**src/rtl/loader_pkg.sv**
```systemverilog
`default_nettype none
// ============================================================================
// Package    : loader_pkg
// Description: Shared definitions for the boot-time program loader:
//              loader state enumeration and instruction word width.
// Revision   : 1.0 - initial release
// ============================================================================
package loader_pkg;

    // Instruction memory word width.
    localparam int c_WORD_W = 16;

    // Loader states, in image byte order.
    typedef enum logic [2:0] {
        ST_IDLE    = 3'd0,
        ST_LEN_HI  = 3'd1,
        ST_LEN_LO  = 3'd2,
        ST_DATA_HI = 3'd3,
        ST_DATA_LO = 3'd4,
        ST_CHECK   = 3'd5,
        ST_DONE    = 3'd6,
        ST_ERROR   = 3'd7
    } state_t;

endpackage : loader_pkg
`default_nettype wire

```
**src/rtl/program_loader.sv**
```systemverilog
`default_nettype none
// ============================================================================
// Module     : program_loader
// Description: Boot-time loader. Receives a program image as a byte stream
//              (LEN_HI, LEN_LO, N x {WORD_HI, WORD_LO}, CSUM), writes the N
//              words to instruction memory addresses 0..N-1, verifies the
//              8-bit modular checksum and releases the CPU only on success.
// Ports      :
//   clock          - single clock, rising edge
//   reset          - synchronous, active-low
//   start          - one-cycle load request (honoured in IDLE/DONE/ERROR)
//   in_data/valid  - incoming byte stream
//   in_ready       - byte accepted this cycle when in_valid is also high
//   mem_we/addr/wdata - registered instruction memory write port
//   cpu_reset      - active-high CPU reset, low only in DONE
//   busy/done/error - load status
//   words_written  - words written in the current or last load
// Revision   : 1.0 - initial release
// ============================================================================
module program_loader
    import loader_pkg::*;
#(
    parameter int ADDR_W = 10
) (
    input  logic                clock,
    input  logic                reset,
    input  logic                start,
    input  logic [7:0]          in_data,
    input  logic                in_valid,
    output logic                in_ready,
    output logic                mem_we,
    output logic [ADDR_W-1:0]   mem_addr,
    output logic [c_WORD_W-1:0] mem_wdata,
    output logic                cpu_reset,
    output logic                busy,
    output logic                done,
    output logic                error,
    output logic [ADDR_W:0]     words_written
);

    // Largest legal word count: the full address space.
    localparam logic [31:0] c_MAX_WORDS = 32'(1) << ADDR_W;

    state_t                r_state;
    state_t                w_next;

    logic [15:0]           r_len;
    logic [7:0]            r_hi;
    logic [7:0]            r_csum;
    logic                  r_mem_we;
    logic [ADDR_W-1:0]     r_mem_addr;
    logic [c_WORD_W-1:0]   r_mem_wdata;
    logic [ADDR_W:0]       r_words;

    logic                  w_accept;
    logic                  w_start_ok;
    logic [15:0]           w_len_new;
    logic                  w_oversize;
    logic                  w_last_word;
    logic                  w_receiving;

    assign w_accept    = in_valid & w_receiving;
    assign w_start_ok  = start & ((r_state == ST_IDLE) | (r_state == ST_DONE) |
                                  (r_state == ST_ERROR));
    // Word count as it becomes complete while LEN_LO is on the bus.
    assign w_len_new   = {r_len[15:8], in_data};
    assign w_oversize  = {16'd0, w_len_new} > c_MAX_WORDS;
    // Uses the count before this word's increment, hence the +1.
    assign w_last_word = (32'(r_words) + 32'd1) == {16'd0, r_len};

    // ------------------------------------------------------------------
    // State register
    // ------------------------------------------------------------------
    always_ff @(posedge clock) begin
        if (!reset) begin
            r_state <= ST_IDLE;
        end else begin
            r_state <= w_next;
        end
    end

    // ------------------------------------------------------------------
    // Next-state logic
    // ------------------------------------------------------------------
    always_comb begin
        w_next = r_state;
        case (r_state)
            ST_IDLE, ST_DONE, ST_ERROR: begin
                if (start) w_next = ST_LEN_HI;
            end
            ST_LEN_HI: begin
                if (w_accept) w_next = ST_LEN_LO;
            end
            ST_LEN_LO: begin
                if (w_accept) begin
                    if (w_oversize)             w_next = ST_ERROR;
                    else if (w_len_new == 16'd0) w_next = ST_CHECK;
                    else                        w_next = ST_DATA_HI;
                end
            end
            ST_DATA_HI: begin
                if (w_accept) w_next = ST_DATA_LO;
            end
            ST_DATA_LO: begin
                if (w_accept) w_next = w_last_word ? ST_CHECK : ST_DATA_HI;
            end
            ST_CHECK: begin
                if (w_accept) w_next = (in_data == r_csum) ? ST_DONE : ST_ERROR;
            end
            default: w_next = ST_IDLE;
        endcase
    end

    // ------------------------------------------------------------------
    // State-decoded outputs
    // ------------------------------------------------------------------
    always_comb begin
        w_receiving = 1'b0;
        case (r_state)
            ST_LEN_HI, ST_LEN_LO, ST_DATA_HI, ST_DATA_LO, ST_CHECK: w_receiving = 1'b1;
            default: w_receiving = 1'b0;
        endcase
    end

    assign in_ready  = w_receiving;
    assign busy      = w_receiving;
    assign cpu_reset = (r_state != ST_DONE);
    assign done      = (r_state == ST_DONE);
    assign error     = (r_state == ST_ERROR);

    // ------------------------------------------------------------------
    // Byte assembler, checksum accumulator and write port
    // ------------------------------------------------------------------
    always_ff @(posedge clock) begin
        if (!reset) begin
            r_len       <= '0;
            r_hi        <= '0;
            r_csum      <= '0;
            r_mem_we    <= 1'b0;
            r_mem_addr  <= '0;
            r_mem_wdata <= '0;
            r_words     <= '0;
        end else begin
            r_mem_we <= 1'b0;
            if (w_start_ok) begin
                r_csum  <= '0;
                r_words <= '0;
            end
            if (w_accept) begin
                case (r_state)
                    ST_LEN_HI: begin
                        r_len[15:8] <= in_data;
                        r_csum      <= r_csum + in_data;
                    end
                    ST_LEN_LO: begin
                        r_len[7:0]  <= in_data;
                        r_csum      <= r_csum + in_data;
                    end
                    ST_DATA_HI: begin
                        r_hi        <= in_data;
                        r_csum      <= r_csum + in_data;
                    end
                    ST_DATA_LO: begin
                        r_csum      <= r_csum + in_data;
                        r_mem_we    <= 1'b1;
                        r_mem_addr  <= r_words[ADDR_W-1:0];
                        r_mem_wdata <= {r_hi, in_data};
                        r_words     <= r_words + (ADDR_W+1)'(1);
                    end
                    default: ;
                endcase
            end
        end
    end

    assign mem_we        = r_mem_we;
    assign mem_addr      = r_mem_addr;
    assign mem_wdata     = r_mem_wdata;
    assign words_written = r_words;

endmodule : program_loader
`default_nettype wire
```
**config.mk**
```make
export PLATFORM = sky130hd
export DESIGN_NAME = program_loader
export DESIGN_NICKNAME = d
export VERILOG_FILES = /design/src/rtl/loader_pkg.sv /design/src/rtl/program_loader.sv
export SDC_FILE = /design/constraint.sdc
export NUM_CORES = 1
export LEC_CHECK = 0
export CAP_MARGIN = 20
export CORE_MARGIN = 2
export CORE_UTILIZATION = 54
export DETAILED_ROUTE_END_ITERATION = 8
export GPL_TIMING_DRIVEN = 0
export PLACE_DENSITY = 0.89
export SETUP_SLACK_MARGIN = 0.05
export SYNTH_ARGS = -nofsm -noshare
export SYNTH_HDL_FRONTEND = slang
export SYNTH_SLANG_ARGS = --single-unit
```
**constraint.sdc**
```tcl
create_clock -name clock -period 2.65 [get_ports clock]
set_input_delay 0.265 -clock clock [delete_from_list [all_inputs] [get_ports clock]]
set_output_delay 0.265 -clock clock [all_outputs]
set_load 0.05 [all_outputs]
```
; Word level (Yosys, flattened, before mapping)
; Cells that the tools add are included.
[totals]
word_cells = 63
ff_bits = 73
out_inout_bits = 43
[classes]
eq_ne = 16
muxes = 19
n_lt_le_gt_ge = 1
add_sub_neg = 3
n_bitwise = 4
n_reduce_logical = 11
[ops]
columns = operator, n
row1 = 11-bit two-way mux, 3
row2 = 3-bit two-way mux, 9
row3 = 8-bit two-way mux, 3
row4 = 3-bit one-hot mux with 6 select lines, 1
row5 = 12-bit by 16-bit equality test with 1-bit output, 1
row6 = 16-bit by 11-bit > comparator with 1-bit output (second input constant), 1
row7 = 16-bit logical NOT, 1
row8 = 11-bit by 1-bit adder with 12-bit output (second input constant), 1
row9 = 3-bit equality test (second input constant), 4
row10 = 2-bit inequality test (second input constant), 6
row11 = 11-bit by 1-bit adder with 11-bit output (second input constant), 1
row12 = 2-bit AND reduction, 5
row13 = 8-bit adder, 1
row14 = 8-bit equality test, 1
row15 = 3-bit by 2-bit equality test with 1-bit output (second input constant), 2
row16 = 6-bit AND reduction, 1
row17 = 5-bit OR reduction, 1
row18 = 4-bit OR reduction, 1
row19 = 3-bit by 1-bit equality test with 1-bit output (second input constant), 1
row20 = 3-bit logical NOT, 1
row21 = 1-bit two-way mux, 3
row22 = 3-bit inequality test (second input constant), 1
row23 = 3-bit OR reduction, 1
row24 = 1-bit bitwise AND, 2
row25 = 1-bit OR, 2

; Longest topological paths before layout
[logic_depth]
word_depth = 7
mapped_depth = 9
depth_no_buf = 9

; Least setup slack after synthesis
; Ideal clock, no wire load.
[synth_path]
path_type = reg-to-reg
startpoint = reg r_words[0] (netlist: words_written[0])
endpoint = reg r_state[1]
arrival_time_ns = 2.040
synth_period_minus_slack_ns = 2.160
path_slack_ns = 0.490
required_time_ns = 2.530
setup_time_ns = 0.120
path_stages_with_launch = 8
path_cell_list = dfxtp_1 ha_1 nand3_1 or3_1 mux2i_1 o22ai_1 a31o_1 nand3_1
[synth_via]
elab_chain_len = 5
[synth_lines]
columns = element, line_no
row1 = "start, declared", program_loader.sv:53  ; logic [ADDR_W:0] r_words;
row2 = "start signal, assigned", program_loader.sv:168  ; r_words <= r_words + (ADDR_W+1)'(1);
row3 = 11-bit by 1-bit adder with 12-bit output, program_loader.sv:69  ; assign w_last_word = (32'(r_words) + 32'd1) == {16'd0, r_len};
row4 = 12-bit by 16-bit equality test with 1-bit output, program_loader.sv:69
row5 = 3-bit two-way mux (2 in series), program_loader.sv:105  ; if (w_accept) w_next = w_last_word ? ST_CHECK : ST_DATA_HI;
row6 = 3-bit one-hot mux with 6 select lines, program_loader.sv:87  ; case (r_state)
row7 = "end signal, assigned", program_loader.sv:78  ; r_state <= w_next;
row8 = "end, declared", program_loader.sv:44  ; state_t r_state;
; Every way passes these cells. The select of a mux whose other input is x is not followed.
; A chain may end at the register's enable or synchronous reset.

; Worst setup path in the final report
[layout_path]
startpoint = reg r_state[0]
endpoint = out in_ready
[layout_via]
elab_chain_len = 3
word_cells_on_any_way = 7
cone_classes = 5 x eq/ne / 1 x mux / 1 x reduce/logical
[layout_lines]
columns = element, line_no
row1 = "3-bit by 1-bit equality test with 1-bit output, or another cell as far along", program_loader.sv:119  ; case (r_state)
row2 = 5-bit OR reduction (*), program_loader.sv:119
row3 = 1-bit two-way mux (*), program_loader.sv:119
row4 = "end, declared", program_loader.sv:30  ; output logic in_ready,
; Every way passes the cells marked *; elsewhere a longest branch is shown, timed or not.

==> results by group <==
Critical path
  • Crit start category: register
  • Crit path kind: register to output port
  • Data arrival time of the worst path: 2200 ps
  • FF-to-FF path depth: 9
  • CP Capture Type: output port
  • Req. time, crit path: between 2000 and 2500 ps
  • R2R setup slack: approximately 420 ps
  • Worst reg2reg endpoint: r_csum[6]
  • Reg2reg start: r_csum[0]
  • Crit path max fanout: 7

Flow run
  • MaxCap Viol Count: 0

Route
  • DRC violations left: 0
  • First drt pass iteration count: 7
  • DR WL/cell: 15.3 um
  • Routed vias/inst: 5.85
  • Initial DRC count: 263
  • DR vias: 3613
  • Antenna-violating nets left: 0
  • Routed WL: 9460 um

Yosys
  • Flops & latches, synth: 73
  • Leading area contributor after synthesis: dfxtp_1
  • Most used flip-flop cell after synthesis: dfxtp_1
  • Fraction of registers with async set/reset: 0
  • Mapped cell area: 3590 um2
  • Top area cells in the synthesized netlist: dfxtp_1 41%, nand2_1 11%, a21oi_1 9.0%
  • Post-synthesis instance total: 472
  • Synth cell types: 54
  • Number of enable flip-flop cells after synthesis: 0
  • Yosys warnings: 0
  • Syn Area/Cell: 7.62 um2
  • Seq/Total Area, Yosys: 0.407
  • Mapped Nets: 493
  • Top-area cell type share of the netlist area: 0.407

STA
  • Worst setup margin: around 180 ps
  • Worst slew pin tran: ~670 ps
  • Slew Limit Fails: 0
  • Final hold slack: 352 ps
  • Fin Clk Skew: between 5 and 6 ps
  • Max Fclk: 405 MHz
  • Worst rel slew slack: 0.552
  • Unrepaired setup endpoints after global routing: no
  • Final setup viols: 0
  • Fin. Hold Viols: 0
  • Final period util: 0.932
  • Period minus WS final: between 2000 and 2500 ps

Place
  • PortBufs: 53
  • Pre-CTS setup slack: -165 ps
  • DP Area: roughly 4200 um2
  • DP HPWL: 6720 um
  • Routability cong.: 0.913

Finish
  • Nets: 557
  • Layout cell share with drive strength beyond 1: 0.0591
  • Seq. cell area: about 1500 um2
  • FILL cells: 533
  • Core Util, Final: 0.692
  • Area delta synth->final: 23.0%
  • Area of the multi-input gates: 1950 um2
  • Fin area: 4420 um2
  • Diodes inserted: 0

CTS
  • Root Buffer: clkbuf_8
  • CTS buffer count: 9
  • Clock latency at the later pin of the worst-skew pair: about 350 ps
  • Num Clock Sinks: 73
  • Worst-path clk slew: roughly 80 ps
  • Clock buffer depth: 2
  • H-tree Lvls: 3
  • CTS tree: yes

Power
  • Static leakage: 1.56 nW
  • Comb pwr share: 0.123
  • Worst vdd ir: roughly 0.00039 V
  • Sw Share: 0.282
  • Net switching power: 0.651 mW
  • Clock power share: 0.385
  • Internal Power: 1.66 mW
  • Pwr dens: around 520 nW/um2
  • Total power: 2.31 mW
  • Flop pwr share: 0.492

Global route
  • Largest net degree at the start of global routing: 14
  • Overflow after GRT: 0
  • Antenna violations before repair: 0
  • Vias in the first global route: 3348
  • First-pass GRT wire length: 15600 um
  • Total GRT Usage: 0.266

Floorplanning
  • I/O pin cnt: between 50 and 60
  • Die Wd: 85.6 um
  • Die area: approximately 7300 um2
  • FP Rows: 29
  • Total core area: ~6400 um2
  • Die H: about 86 um
  • Effective utilization at floorplan: 0.563

Worst hold path
  • Hold Crit Start: in_data[0]
  • Hold EP: mem_wdata[0]
  • Worst hold-check path type: primary input to register
  • Worst Hold Depth: 3

Run status
  • Status: finished, final reports clean
power by group through the flow:
stage / sequential, mW / combinational, mW / clock [mW]
after global placement: 1.16 / 0.269 / 0
after floorplan: 1.16 / 0.189 / 0
final: 1.14 / 0.283 / 0.891
after global routing: 1.14 / 0.308 / 0.936
after CTS: 1.14 / 0.279 / 0.891
after detailed placement: 1.16 / 0.277 / 0
per-stage QoR:
stage / setup TNS, ps / instances
2_1_floorplan: 0 / 472
3_3_place_gp: -77.7 / 602
3_5_place_dp: -165 / 602
4_1_cts: 0 / 618
5_1_grt: 0 / 618
6_report: 0 / 618
flip-flops by register name, indices dropped and copies added (netlist names):
name / count
r_hi: 8
mem_addr: 10
mem_we: 1
r_len: 16
r_csum: 8
r_state: 3
mem_wdata: 16
words_written: 11
worst max-delay path, cell delays in order (launching register included):
cell             delay [ps]
dfxtp_1                 370
or3_1                   450
and2_1                  210
buf_4                   130
clkdlybuf4s50_1         690
kinds of logic (layout without fill, tap and decap cells):
logic type / after synthesis / after routing / share of synthesized area
DFF: 73 / 73 / 0.407
adders and majority gates: 9 / 9 / 0.0334
AOI/OAI and AO/OA: 112 / 112 / 0.180
buffers and inverters: 45 / 114 / 0.0512
xor gates and xnor gates: 17 / 17 / 0.0414
and+or+nand+nor: 212 / 212 / 0.275
muxes: 4 / 4 / 0.0118
how the worst max path moves through the flow:
stage / cells after the start / slack [ps] / from / endpoint
floorplan: 7 / 490 / words_written[0] / r_state[1]
global placement: 10 / -80 / in_data[0] / r_csum[6]
detailed placement: 10 / -160 / in_data[0] / r_csum[6]
CTS: 4 / 190 / r_state[0] / in_ready
global route: 4 / 100 / r_state[0] / done
finish: 4 / 180 / r_state[0] / in_ready
area by class of cell:
cell class,count,share of cell area
clock inverters,6,0.0156
clock buffers,10,0.0289
repair buffers,53,0.121
well taps,77,0.0218
inverters,11,0.00934
plain buffers,34,0.0323
multi-input cells,354,0.441
flip-flops and latches,73,0.331
synth_stat cells (all sizes together), types with 4 or more instances:
cell / instances
nand2: 110
dfxtp: 73
a21oi: 65
nor2: 27
clkbuf: 24
nand3: 18
o21ai: 15
inv: 11
buf: 10
xor2: 10
ha: 8
nand4: 8
nor4: 7
xnor2: 7
and3: 6
or3: 6
a31oi: 5
and2: 5
nor2b: 5
a22oi: 4
nand2b: 4
nor3: 4
o211ai: 4
layout by cell type, fill, tap and decap left out, types with 6 or more instances in the layout:
master           netlist  routed
o21ai_0               13      13
nand3_1               17      17
dfxtp_1               73      73
or3_1                  6       6
xor2_1                10      10
and3_1                 6       6
buf_2                  6       6
clkbuf_8               0       9
ha_1                   8       8
xnor2_1                7       7
clkdlybuf4s50_1        0      52
a21oi_1               65      65
nand4_1                8       8
nor2_1                26      26
nor4_1                 7       7
nand2_1              110     110
clkbuf_1              24      25
inv_1                 11      11
per-layer routing:
metal / wire length (um) / up-vias / part of all wire / GRT usage
li1: - / 1749 / - / -
met1: 4030 / 1676 / 0.43 / 0.334
met2: 4500 / 161 / 0.48 / 0.446
met3: 658 / 27 / 0.070 / 0.0491
met4: 275 / 0 / 0.029 / 0.121
met5: 0 / - / 0 / 0
timing repair:
item | in CTS | in global routing
hold buffers | 0 | 0
buffers inserted | 0 | 0
resized for setup | 0 | 1
endpoints found under the setup margin | 0 | 1
Power figures use the tool's default switching activity.
